<file path="src/rtl/cam_lru_cache.sv">
// rtl/cam_lru_cache.sv - fully-associative CAM cache with registered lookup, fill, invalidate, flush; CAM_LRU_EN selects true LRU over round-robin
module cam_lru_cache #(
   parameter int WORDS     = 8,
   parameter int BITS      = 8,
   parameter int TAG_SZ    = 8,
   parameter int ADDR_LEFT = $clog2(WORDS)-1
) (
   input  logic                clk,
   input  logic                rst,
   input  logic                lookup,
   input  logic [TAG_SZ-1:0]   check_tag,
   input  logic                fill,
   input  logic [TAG_SZ-1:0]   new_tag,
   input  logic [BITS-1:0]     wdata,
   input  logic                invalidate,
   input  logic [TAG_SZ-1:0]   inv_tag,
   input  logic                flush,
   output logic                resp_valid,
   output logic                found_it,
   output logic [BITS-1:0]     data,
   output logic [ADDR_LEFT:0]  match_addr,
   output logic                busy,
   output logic                full
);

   localparam logic [0:0]         ST_IDLE  = 1'b0;
   localparam logic [0:0]         ST_FLUSH = 1'b1;
   localparam logic [ADDR_LEFT:0] LAST_IDX = '1;

   logic [BITS-1:0]    data_mem [WORDS];
   logic [TAG_SZ-1:0]  tag_mem  [WORDS];
   logic [WORDS-1:0]   val_mem;
   logic [0:0]         state;
   logic [ADDR_LEFT:0] counter;

   logic               lk_hit;
   logic [ADDR_LEFT:0] lk_idx;
   logic               fl_hit;
   logic [ADDR_LEFT:0] fl_idx;
   logic               has_free;
   logic [ADDR_LEFT:0] free_idx;
   logic [WORDS-1:0]   inv_vec;
   logic [ADDR_LEFT:0] victim;
   logic [ADDR_LEFT:0] fill_idx;
   logic               lk_ok;
   logic               do_inv;
   logic               do_fill;

   assign busy = (state == ST_FLUSH);
   assign full = &val_mem;

   // Tag compare against every valid entry; lowest index wins on multiple matches
   always_comb begin
      lk_hit   = 1'b0;
      lk_idx   = '0;
      fl_hit   = 1'b0;
      fl_idx   = '0;
      has_free = 1'b0;
      free_idx = '0;
      inv_vec  = '0;
      for (int i = WORDS-1; i >= 0; i--) begin
         if (val_mem[i] && tag_mem[i] == check_tag) begin
            lk_hit = 1'b1;
            lk_idx = i[ADDR_LEFT:0];
         end
         if (val_mem[i] && tag_mem[i] == new_tag) begin
            fl_hit = 1'b1;
            fl_idx = i[ADDR_LEFT:0];
         end
         if (!val_mem[i]) begin
            has_free = 1'b1;
            free_idx = i[ADDR_LEFT:0];
         end
         inv_vec[i] = val_mem[i] && (tag_mem[i] == inv_tag);
      end
   end

   // Flush start and an active flush outrank invalidate, which outranks fill
   assign do_inv   = invalidate && (state == ST_IDLE) && !flush;
   assign do_fill  = fill && (state == ST_IDLE) && !flush && !invalidate;
   assign lk_ok    = lookup && lk_hit && (state == ST_IDLE);
   assign fill_idx = fl_hit ? fl_idx : (has_free ? free_idx : victim);

`ifdef CAM_LRU_EN
   logic [ADDR_LEFT:0] age     [WORDS];
   logic [ADDR_LEFT:0] age_a   [WORDS];
   logic [ADDR_LEFT:0] age_nxt [WORDS];

   // Victim is the oldest entry, the one whose age is WORDS-1
   always_comb begin
      victim = '0;
      for (int i = 0; i < WORDS; i++) begin
         if (age[i] == LAST_IDX) victim = i[ADDR_LEFT:0];
      end
   end

   // Lookup hit touches first, then a fill touches on top of that result
   always_comb begin
      for (int i = 0; i < WORDS; i++) begin
         age_a[i] = age[i];
         if (lk_ok) begin
            if (i[ADDR_LEFT:0] == lk_idx) age_a[i] = '0;
            else if (age[i] < age[lk_idx]) age_a[i] = age[i] + 1'b1;
         end
      end
      for (int i = 0; i < WORDS; i++) begin
         age_nxt[i] = age_a[i];
         if (do_fill) begin
            if (i[ADDR_LEFT:0] == fill_idx) age_nxt[i] = '0;
            else if (age_a[i] < age_a[fill_idx]) age_nxt[i] = age_a[i] + 1'b1;
         end
      end
   end

   // Age registers; reset leaves entry i with age i
   always_ff @(posedge clk or posedge rst) begin
      if (rst) begin
         for (int i = 0; i < WORDS; i++) age[i] <= i[ADDR_LEFT:0];
      end else begin
         for (int i = 0; i < WORDS; i++) age[i] <= age_nxt[i];
      end
   end
`else
   logic [ADDR_LEFT:0] rr;
   logic               do_replace;

   assign victim     = rr;
   assign do_replace = do_fill && !fl_hit && !has_free;

   // Round-robin pointer advances only when a fill evicts a valid entry
   always_ff @(posedge clk or posedge rst) begin
      if (rst) rr <= '0;
      else if (do_replace) rr <= rr + 1'b1;
   end
`endif

   // Data and tag arrays carry no reset; a tag hit keeps its tag and takes new data
   always_ff @(posedge clk) begin
      if (do_fill) begin
         data_mem[fill_idx] <= wdata;
         if (!fl_hit) tag_mem[fill_idx] <= new_tag;
      end
   end

   // Valid bits and the flush sequencer
   always_ff @(posedge clk or posedge rst) begin
      if (rst) begin
         val_mem <= '0;
         state   <= ST_IDLE;
         counter <= '0;
      end else begin
         case (state)
            ST_IDLE: begin
               if (flush) begin
                  state   <= ST_FLUSH;
                  counter <= '0;
               end else if (do_inv) begin
                  val_mem <= val_mem & ~inv_vec;
               end else if (do_fill) begin
                  val_mem[fill_idx] <= 1'b1;
               end
            end
            ST_FLUSH: begin
               val_mem[counter] <= 1'b0;
               if (counter == LAST_IDX) begin
                  state   <= ST_IDLE;
                  counter <= '0;
               end else begin
                  counter <= counter + 1'b1;
               end
            end
            default: state <= ST_IDLE;
         endcase
      end
   end

   // Registered lookup response; misses and idle cycles report zeros
   always_ff @(posedge clk or posedge rst) begin
      if (rst) begin
         resp_valid <= 1'b0;
         found_it   <= 1'b0;
         data       <= '0;
         match_addr <= '0;
      end else begin
         resp_valid <= lookup;
         found_it   <= lk_ok;
         data       <= lk_ok ? data_mem[lk_idx] : '0;
         match_addr <= lk_ok ? lk_idx : '0;
      end
   end

endmodule

</file>
<file path="config.mk">
export PLATFORM = sky130hd
export DESIGN_NAME = cam_lru_cache
export DESIGN_NICKNAME = d
export VERILOG_FILES = /design/src/rtl/cam_lru_cache.sv
export SDC_FILE = /design/constraint.sdc
export NUM_CORES = 1
export LEC_CHECK = 0
export CORE_MARGIN = 2
export CORE_UTILIZATION = 41
export CTS_CLUSTER_DIAMETER = 30
export DETAILED_ROUTE_END_ITERATION = 6
export GPL_TIMING_DRIVEN = 0
export PLACE_DENSITY = 0.6
export SLEW_MARGIN = 20
export SYNTH_ARGS = -nofsm -noshare
export SYNTH_HDL_FRONTEND = slang
export SYNTH_SLANG_ARGS = --single-unit
</file>
<file path="constraint.sdc">
create_clock -name clk -period 3.2 [get_ports clk]
set_input_delay 0.48 -clock clk [delete_from_list [all_inputs] [get_ports clk]]
set_output_delay 0.48 -clock clk [all_outputs]
set_load 0.1 [all_outputs]
</file>
* After elaboration in Yosys (flattened, before gate mapping)
Memories as Yosys holds them, arrays and structs flattened.
Index checks and enable logic that the tools add are counted.
** Storage, ports and cells
- Input bits :: 38
- Output and inout port bits :: 15
- Memory bits (writable) :: 128
- Register bits after elaboration :: 28
- Memories kept :: 2
** Operators by class
- Bitwise logic cells :: 6
- $lt $le $gt $ge :: 4
- Mux-type cells :: 71
- Equality and inequality tests :: 28
- Add/sub/neg operators :: 2
- Reduce and logical (&&, ||, !) cells :: 41
** Memories
- data_mem :: words 8, width 8, rd ports 1, clocked after memory_dff 0, write ports 1, line 30 : logic [BITS-1:0] data_mem [WORDS];
- tag_mem :: words 8, width 8, rd ports 8, clocked after memory_dff 0, write ports 1, line 31 : logic [TAG_SZ-1:0] tag_mem [WORDS];
** Operators by type and width (number)
- $eq A8 B8 Y1 :: 24
- $mux W3 :: 29
- $logic_and A1 B1 Y1 :: 35
- $mux W1 :: 33
- $mux W8 :: 4
- $and A8 B8 Y8 :: 2
- $not A8 Y8 :: 2
- $pmux W8 S2 :: 1
- $lt A3 B4 Y1 const B :: 2
- $or A8 B8 Y8 :: 1
- $reduce_and A8 Y1 :: 1
- $add A3 B1 Y3 const B :: 2
- $demux W1 S3 :: 2
- $ge A3 B1 Y1 const B :: 2
- $pmux W3 S2 :: 1
- $logic_not A1 Y1 :: 4
- $ne A2 B2 Y1 const B :: 2
- $eq A3 B3 Y1 const B :: 1
- $ne A3 B3 Y1 const B :: 1
- $pmux W1 S2 :: 1
- $reduce_and A2 Y1 :: 1
- $not A1 Y1 :: 1

* Longest topological paths before layout
Gate-level depths: netlist (run 1).
- Depth in word-level cells :: 20
- Depth in mapped cells :: 10

* Worst setup path before layout (run 1)
OpenSTA, ideal clock, no wires.
- Kind :: register to register
- Start point :: register val_mem[0]
- End point :: memory data_mem[1][0], enable pin
- Arrival :: 3183 ps
- Slack :: -354 ps
- Library setup time :: 370 ps
- Cell stages (with the launch flop) :: 7
- Period minus slack after synthesis :: 3554 ps
- Cell sequence :: dfrtp_1 nand4_1 nor2_1 nand2_1 a2111oi_0 a31oi_2 nor2_1
** Between the ends
- Cells in the longest elaborated chain, start to end :: 3
- Elaborated cells between the ends (all ways) :: 7
** Ends and longest elaborated chain
- start: declaration :: line 32 : logic [WORDS-1:0] val_mem;
- start signal: assignment :: line 158 : val_mem <= val_mem & ~inv_vec;
- $mux W3, or another cell as far along :: line 70 : if (!val_mem[i]) begin
- $mux W3, or another cell as far along :: line 82 : assign fill_idx = fl_hit ? fl_idx : (has_free ? free_idx : victim);
- $mux W3 (*) :: line 82
- end: declaration :: line 30
Every way passes the cells marked *; elsewhere a longest branch is shown, timed or not.

* Worst setup path after layout (run 1)
- Start point :: input port new_tag[6]
- End point :: memory data_mem[4][7], enable pin
** Between the ends
- Cells in the longest elaborated chain, start to end :: 11
- Elaborated cells between the ends (all ways) :: 33
** Ends and longest elaborated chain
- start: declaration :: line 13 : input logic [TAG_SZ-1:0] new_tag,
- $eq A8 B8 Y1 :: line 66 : if (val_mem[i] && tag_mem[i] == new_tag) begin
- $logic_and A1 B1 Y1 :: line 66
- $mux W3 / $mux W1 (equally long branches) (8 in series) :: line 66
- $mux W3 (*) :: line 82
Marks and branches as above.

==> metrics.cfg, run 1 <==
[status]
status = completed

[clocking]
clkLatencyLatePin_ns = 0.43
postCtsHoldBufs = 0
cts_made_buffers = 17
ctsLongestPathBuffers = 2
cts_tree = yes
path_clk_slew_ns = 0.07
clock_sinks = 156
root_buffer = clkbuf_16
htreeDepth = 4

[sta]
hold_violations = 0
slew_headroom_pct = 34.80
finalSetupViolations = 0
rsz0062_at_grt = no
fin_crit_sh_pct = 97.07
whs_ns = 0.4532
max_freq_ghz = 0.3219
clock_skew_ns = 0.01157
fin_crit_ns = 3.106
final_max_slew_viol_count = 0
worst_slew_pin_slew_ns = 0.9749

[logic_synthesis]
synth_edf_count = 128
synth_commonest_cells = xnor2_1 (156), edfxtp_1 (128), nand3_1 (40), xor2_1 (38), nand4_1 (37)
synth-main-ff-cell = edfxtp_1
ys_ff_latch = 156
ys_async_sr_fraction_pct = 17.95
yosysWarnings = 0
synthCells = 739
synth.avg_cell_area_um2 = 11.89
synth_cell_types = 66
yosysTopAreaCell = edfxtp_1
yosysMostFrequentCell = xnor2_1
syn-num-nets = 780
yosys-top-cells-area = edfxtp_1 (44%), xnor2_1 (16%), dfrtp_1 (8.0%)
netlist_area_mm2 = 0.008785
yosys.area.top_type_share_pct = 43.75
ys_seq_area_share_pct = 51.73

[power_and_ir_drop]
power_mw = 5.036
p_leak_nw = 3.591
ir_worst_vdd_v = 0.0003629
p_per_area_mw_per_mm2 = 485.6

[min_path]
hold_class = in -> async

[floorplanning]
initial_utilization_pct = 41.79
fp.dieW_um = 150.4
rows = 53
coreArea_mm2 = 0.02102
ioPinCount = 53
dieArea_mm2 = 0.02261
die_h_um = 150.4

[cells_and_area]
seq_area_mm2 = 0.004544
drive_gt1_share_pct = 14.08
area_growth_pct = 18.05
nFillCells = 1821
antenna_cells = 0
multiInputGateArea_mm2 = 0.004124
final_nets = 845

[critical_path]
crit_type = in -> reg
worstPathArrival_ns = 3.21
start_kind = primary input
cp_max_fo = 9
cp.required_ns = 3.30
end_kind = flip-flop

[route]
dr.pass1.iters = 5
finalWirelength_mm = 25.59
wl_per_cell_um = 23.44
drc_errors = 0
via_per_inst = 5.840
drt_iter0_drc = 534
vias = 6377
final_antenna_net_count = 0

[global_route]
grt_overflow = 0
grt_pass1_wl_mm = 37.87
antenna_found_initial = 0
grt_start_max_net_pins = 29
grt_use_total_pct = 23.10
grt_pass1_vias = 6358

[run]
cap_violations = 0

[placement]
place.gp.congestion = 0.9067
io_buffers = 36
hpwl_mm = 18.09

-- placed cells by master (no fill, tap or decap), types with 8 or more instances in the layout --
master,count
clkdlybuf4s50_1,28
buf_6,8
nand2_1,24
o2bb2ai_1,24
xor2_1,38
buf_2,15
xnor2_1,156
mux2i_1,8
nor3b_1,11
nor4_1,9
dfrtp_1,28
o211a_1,25
nand4_1,37
clkbuf_1,23
clkbuf_16,17
edfxtp_1,128
o211ai_1,24
nor2_1,11
nor3_1,16
nand3_1,39
nor2_4,16
o21ai_0,12
-- through the flow --
step	setup slack, ns	cells	setup TNS (ns)	area [um^2]	utilization (%)
CTS	0.004879	1085	0	10270	48.87
finish	0.09387	1092	0	10370	49.33
detailed placement	-1.253	1050	-143.87	9492	45.15
floorplan	0.1780	739	0	8787	-
global route	0.001408	1092	0	10370	49.33
global placement	-1.159	1050	-129.40	9492	45.15
-- what timing repair did --
action	CTS	global route
pin swaps	1	7
setup endpoints to repair	129	97
setup buffers	3	7
cloned	0	0
hold endpoints to repair	0	0
resized for setup	51	10
-- state kept, by name, indices dropped and copies added, names as in the netlist --
signal      flops
resp_valid      1
data            8
found_it        1
rr              3
tag_mem        64
data_mem       64
val_mem         8
busy            1
match_addr      3
counter         3
-- report_power, final --
part | switching, mW | total (mW) | internal [mW]
sequential | 0.0921 | 2.34 | 2.25
combinational | 0.391 | 0.612 | 0.221
clock | 0.901 | 2.08 | 1.18
total | 1.38 | 5.04 | 3.65
-- path summary, 6_finish.rpt --
kind	from	to	slack [ns]	cells after the start
worst max-delay path	new_tag[6]	data_mem[4][7]$_DFFE_PP_	0.09	10
worst min-delay path	rst	busy$_DFF_PP0_	0.45	2
worst max register to register	tag_mem[6][1]$_DFFE_PP_	data[4]$_DFF_PP0_	0.22	9
worst min register to register	rr[0]$_DFFE_PP0P_	rr[0]$_DFFE_PP0P_	0.51	1
max in group asynchronous	rst	val_mem[6]$_DFFE_PP0P_	2.33	2
min in group clk	new_tag[1]	tag_mem[6][1]$_DFFE_PP_	0.48	1
-- critical path: stages --
cell           delay [ns]
dlygate4sd2_1        0.49
buf_6                0.25
xnor2_1              0.08
nand3_1              0.10
nor4_2               0.08
or4_1                0.52
buf_2                0.17
o21ba_1              0.20
a211o_2              0.48
nor2_4               0.33
-- routing by layer --
layer | part of all wire, % | up-vias | GRT usage [%]
li1 | - | 2886 | -
met1 | 41 | 3162 | 29.52
met2 | 49 | 273 | 38.80
met3 | 6.8 | 56 | 4.424
met4 | 3.2 | 0 | 8.868
met5 | 0 | - | 0
-- cells by family after synthesis --
kind of cell             share of synthesized area (%)
multiplexers                                     1.040
XOR/XNOR                                         19.34
AND/OR/NAND/NOR                                  12.62
AO/OA/AOI/OAI                                    11.58
flip-flops                                       51.73
adder cells (fa/ha/maj)                         0.4273
buffers and inverters                            3.262
-- area by class of cell --
| class | instances | area share, % |
|---|---|---|
| inverters | 6 | 0.2172 |
| multi-input cells | 529 | 39.77 |
| plain buffers | 48 | 2.546 |
| flip-flops and latches | 156 | 43.82 |
| well taps | 275 | 3.318 |
| repair buffers | 46 | 4.501 |
| clock buffers | 17 | 4.102 |
| clock inverters | 15 | 1.725 |
(Power assumes the default switching activity.)
==> run 2, diff against run 1 <==
--- a/config.mk
+++ b/config.mk
@@ -11,4 +11,3 @@
 export DETAILED_ROUTE_END_ITERATION = 6
-export GPL_TIMING_DRIVEN = 0
-export PLACE_DENSITY = 0.6
+export PLACE_DENSITY = 0.62
 export SLEW_MARGIN = 20
==> constraint.sdc (replaced) <==
create_clock -name clk -period 2.6 [get_ports clk]
set_input_delay 0.39 -clock clk [delete_from_list [all_inputs] [get_ports clk]]
set_output_delay 0.39 -clock clk [all_outputs]
set_load 0.05 [all_outputs]
==> run 2 against run 1 <==
The flow now finishes with violations (setup timing); global-route usage up 3.0 points; combinational power up 62%; register-to-register slack worse by 0.22 ns; count of clock-buffer cells in the layout up 1; first-iteration DRC count up 13%; total power up 26%; die area unchanged; final cell count up 18%; sequential power up 23%; sequential share of layout area down 7.3 points; via count up 15%.
==> metrics.cfg, run 2 (synthesis gave the netlist of run 1 again) <==
[critical_path]
cp_max_fo = 8
crit_type = in -> reg
cp.buffers_inverters = 4
cp-startpoint = new_tag[4]
end_kind = flip-flop
path_cells = dlygate4sd2_1 -> bufbuf_16 -> xnor2_1 -> nand4_1 -> nor3_2 -> buf_4 -> or3b_2 -> o31a_1 -> buf_6 -> nor2_4
rr_startpoint = tag_mem[2][7]$_DFFE_PP_
start_kind = primary input
worstPathArrival_ns = 2.73
slowest_stage = or3b_2
cp.required_ns = 2.71
slowest_delay_ns = 0.44
cpLargestDelayFamily = buffers and inverters

[power_and_ir_drop]
p_per_area_mw_per_mm2 = 511.7
p_leak_nw = 4.814
ir_worst_vdd_v = 0.0005725

[sta]
finalWorstSetupSlack_ns = -0.01905
slew_headroom_pct = 57.05
fin_crit_sh_pct = 100.7
hold_violations = 0
clock_skew_ns = 0.01185
finalSetupViolations = 25
max_freq_ghz = 0.3818
rsz0062_at_grt = yes
setup_tns_ns = -0.2656
worst_slew_pin_slew_ns = 0.6422
fin_crit_ns = 2.619
final_max_slew_viol_count = 0

[status]
status = finished, violations left
violations = setup timing

[cells_and_area]
antenna_cells = 0
nFillCells = 1629
reg.largest.list = data_mem (64), tag_mem (64)
drive_gt1_share_pct = 32.61
fin_cells = 1293
area_growth_pct = 41.53
final_nets = 1046
layout_commonest_cell = buf_4
final_cell_mix = buf_4 (210), xnor2_1 (152), edfxtp_1 (128)

[clocking]
path_clk_slew_ns = 0.07
clkLatencyLatePin_ns = 0.43
cts_tree = yes
cts_made_buffers = 17
htreeDepth = 4
root_buffer = clkbuf_16
clock_sinks = 156
ctsLongestPathBuffers = 2

[global_route]
grt_pass1_wl_mm = 43.17
grt_busiest_layer = met2
grt_use_total_pct = 26.10
grt_pass1_vias = 7288
met1_usage_pct = 31.75
met3_usage_pct = 4.364
antenna_found_initial = 0
grt_overflow = 0
grt_use_met2_pct = 44.43
grt_start_max_net_pins = 29

[route]
vias = 7327
via_per_inst = 5.667
drt_iter0_drc = 606
finalWirelength_mm = 28.91
final_antenna_net_count = 0
drc_errors = 0
wl_per_cell_um = 22.36
dr.pass1.iters = 5

[placement]
hpwl_mm = 21.10
place.gp.congestion = 1.027
io_buffers = 52
dp_cells = 1221

[floorplanning]
die_h_um = 150.4
dieArea_mm2 = 0.02261
fp.dieW_um = 150.4
initial_utilization_pct = 41.79
rows = 53
ioPinCount = 53
coreArea_mm2 = 0.02102

[min_path]
hold_class = in -> async

[run]
cap_violations = 0

## run 2: cell count changes in the layout (fill, tap and decap cells not counted), moves of 5 or more
cell	delta
clkbuf_1	-23
buf_4	+203
clkbuf_2	-5
dlygate4sd2_1	+10
nor2_2	+5
buf_12	+14
buf_2	-15
nor2_4	-8
clkdlybuf4s50_1	+11
## run 2: through the flow
step           instance area [um^2]  setup WS (ns)  power, mW  util [%]  hold slack, ns
2_1_floorplan                  8885        -0.1123      3.372         -          0.4214
3_3_place_gp                  11200        -0.7928      3.802     53.26          0.4901
3_5_place_dp                  11200        -0.8344      3.829     53.26          0.5140
4_1_cts                       12140       0.005496      6.352     57.76          0.3574
5_1_grt                       12430       -0.08554      6.575     59.15          0.3740
6_report                      12430       -0.01905      6.362     59.15          0.3469
## run 2: final cells by class
class	count	area, um^2	area share [%]
Tap cell	275	344.1	2.767
Clock buffer	18	439.2	3.532
Multi-Input combinational cell	529	4232	34.03
Sequential cell	156	4544	36.55
Inverter	6	22.52	0.1811
Clock inverter	14	155.1	1.248
Timing Repair Buffer	295	2696	21.69
## run 2: path summary, 6_finish.rpt
| kind | to | slack, ns | cells past startpoint |
|---|---|---|---|
| hold / removal | counter[0]$_DFFE_PP0P_ | 0.35 | 3 |
| setup reg to reg | tag_mem[4][4]$_DFFE_PP_ | 0 | 7 |
| setup / recovery | data_mem[0][2]$_DFFE_PP_ | -0.02 | 10 |
| hold reg to reg | rr[0]$_DFFE_PP0P_ | 0.52 | 1 |
| min in group clk | resp_valid$_DFF_PP0_ | 0.44 | 1 |
| max in group asynchronous | val_mem[5]$_DFFE_PP0P_ | 1.97 | 3 |
## run 2: power by group
part / leakage (nW) / internal [mW] / switching, mW / total (mW)
Sequential: 1.53 / 2.77 / 0.0917 / 2.87
Clock: 0.289 / 1.46 / 1.04 / 2.50
Combinational: 2.99 / 0.461 / 0.532 / 0.993
Total: 4.81 / 4.69 / 1.67 / 6.36
## run 2: per-layer routing
layer / part of all wire [%] / vias up / routed length [um]
li1: - / 3287 / -
met1: 39 / 3620 / 11250
met2: 50 / 341 / 14470
met3: 5.9 / 79 / 1699
met4: 5.2 / 0 / 1494
met5: 0 / - / 0
## run 2: repair_timing
item	in CTS	in global routing
buffers inserted	19	17
cloned	3	1
resized for setup	36	31
endpoints found under the setup margin	146	139
hold buffers	0	0
pin swaps	13	22
## run 2: worst reg2reg max path, delay by kind of cell (launching register included)
kind / cells / cell delay, ns
flops: 1 / 0.44
xor+xnor: 1 / 0.16
simple gates: 6 / 1.69
==> run 3, diff against run 2 <==
PLACE_DENSITY = unset   (was 0.62)
==> run 3 against run 2 <==
The run still ends with setup timing left; via count shrank 1.0%; combinational power decreased by 2%; global-route usage down 0.93 points; count of clock-buffer cells in the layout down 1; clock power grew 14%; fmax decreased by 0.91%; worst hold slack improved by 0.0028 ns; sequential cell count unchanged; utilization rose by 1.7 points; cell area up 2.8%; largest power group unchanged.
==> metrics.cfg, run 3 (synthesis gave the netlist of run 1 again) <==
[global_route]
grt_use_met2_pct = 43.57
grt_use_total_pct = 25.17
met1_usage_pct = 31.16
grt_pass1_wl_mm = 42.26
grt_overflow = 0
antenna_found_initial = 0
grt_start_max_net_pins = 29
met3_usage_pct = 3.939
grt_busiest_layer = met2
grt_pass1_vias = 7445

[sta]
final_max_slew_viol_count = 0
whs_ns = 0.3497
finalWorstSetupSlack_ns = -0.04310
fin_crit_sh_pct = 101.7
hold_violations = 0
worst_slew_pin_slew_ns = 0.5503
max_freq_ghz = 0.3783
slew_headroom_pct = 63.20
rsz0062_at_grt = yes
finalSetupViolations = 60
clock_skew_ns = 0.01174
fin_crit_ns = 2.643

[route]
dr.pass1.iters = 4
wl_per_cell_um = 21.49
final_antenna_net_count = 0
vias = 7253
finalWirelength_mm = 28.27
drt_iter0_drc = 456
via_per_inst = 5.516
drc_errors = 0

[clocking]
cts_made_buffers = 17
clkLatencyLatePin_ns = 0.43
htreeDepth = 4
path_clk_slew_ns = 0.07
root_buffer = clkbuf_16
ctsLongestPathBuffers = 2
clock_sinks = 156
cts_tree = yes

[floorplanning]
fp.dieW_um = 150.4
dieArea_mm2 = 0.02261
coreArea_mm2 = 0.02102
initial_utilization_pct = 41.79
die_h_um = 150.4
ioPinCount = 53
rows = 53

[critical_path]
start_kind = flip-flop
ff2ff_path_depth = 7
cp_max_fo = 8
worstPathArrival_ns = 2.75
cp.required_ns = 2.71
crit_type = reg -> reg
end_kind = flip-flop

[power_and_ir_drop]
ir_worst_vdd_v = 0.0004107
p_per_area_mw_per_mm2 = 522.1
p_leak_nw = 4.996

[status]
status = finished, violations left
violations = setup timing

[placement]
io_buffers = 52
place.gp.congestion = 1.026
hpwl_mm = 20.81

[cells_and_area]
antenna_cells = 0
layout_commonest_cell = buf_4
final_nets = 1068
final_cell_mix = buf_4 (224), xnor2_1 (147), edfxtp_1 (128)
final_util_pct = 60.81
reg.largest.list = data_mem (64), tag_mem (64)
area_growth_pct = 45.51
drive_gt1_share_pct = 35.48

[min_path]
hold_class = in -> async

[run]
cap_violations = 0

==> run 3: cell count changes in the layout (fill, tap and decap cells not counted), sizes merged <==
cell / previous run / this run
buf: 239 / 260
bufinv: 2 / 5
bufbuf: 3 / 1
clkbuf: 19 / 21
clkdlybuf4s15: 1 / 0
clkdlybuf4s50: 39 / 38
clkinvlp: 2 / 1
dlygate4sd2: 11 / 12
dlymetal6s2s: 1 / 2
inv: 13 / 12
==> run 3: critical path: stages, from the launching register on <==
cell and delay (ns):
edfxtp_1 0.42, xnor2_1 0.15, nand4_1 0.15, nor3_2 0.08, or4_4 0.59, or2_4 0.28, or3_4 0.40, nor2_4 0.25
==> run 3: path summary, 6_finish.rpt <==
kind                                          from  slack, ns                       to
setup / recovery           tag_mem[2][3]$_DFFE_PP_      -0.04  tag_mem[0][4]$_DFFE_PP_
hold / removal                                 rst       0.35     resp_valid$_DFF_PP0_
setup reg to reg           tag_mem[2][3]$_DFFE_PP_      -0.04  tag_mem[0][4]$_DFFE_PP_
hold reg to reg                  rr[2]$_DFFE_PP0P_       0.50        rr[2]$_DFFE_PP0P_
max in group asynchronous                      rst       1.95   val_mem[2]$_DFFE_PP0P_
min in group clk                            lookup       0.45     resp_valid$_DFF_PP0_
==> run 3: final cells by class <==
class                   count  area, um^2
clock buffers              17       425.4
clock inverters            15       251.5
fillers                  1668        8239
inverters                   6       22.52
multi-input cells         529        4307
flip-flops and latches    156        4544
well taps                 275       344.1
repair buffers            317        2888
==> run 3: through the flow <==
step           TNS [ns]  setup slack [ns]  cells  cell area (um^2)  total power, mW
2_1_floorplan    -5.143           -0.1123    739              8885            3.372
3_3_place_gp     -91.00           -0.8507   1235             11250            3.778
3_5_place_dp     -96.03           -0.8633   1235             11250            3.806
4_1_cts         -0.1208          -0.01799   1295             12320            6.675
5_1_grt          -6.706          -0.09777   1315             12780            6.888
6_report         -1.263          -0.04310   1315             12780            6.673
==> run 3: metal layers <==
layer  vias to the layer above  wire length (um)  share of wire, %
li1                       3328                 -                 -
met1                      3561             11460                41
met2                       284             14200                50
met3                        80              1471               5.2
met4                         0              1135               4.0
met5                         -                 0                 0
==> run 3: report_power, final <==
group          total (mW)  leakage (nW)  internal (mW)  switching (mW)
Sequential           2.85          1.53           2.77          0.0809
Clock                2.84         0.327           1.74            1.10
Combinational       0.976          3.14          0.446           0.530
Total                6.67          5.00           4.96            1.71
==> run 3: timing repair <==
action,in CTS,in global routing
endpoints found under the setup margin,143,137
setup buffers,27,16
pin swaps,22,24
hold buffers,0,0
cloned,1,4
gates resized for setup,45,48
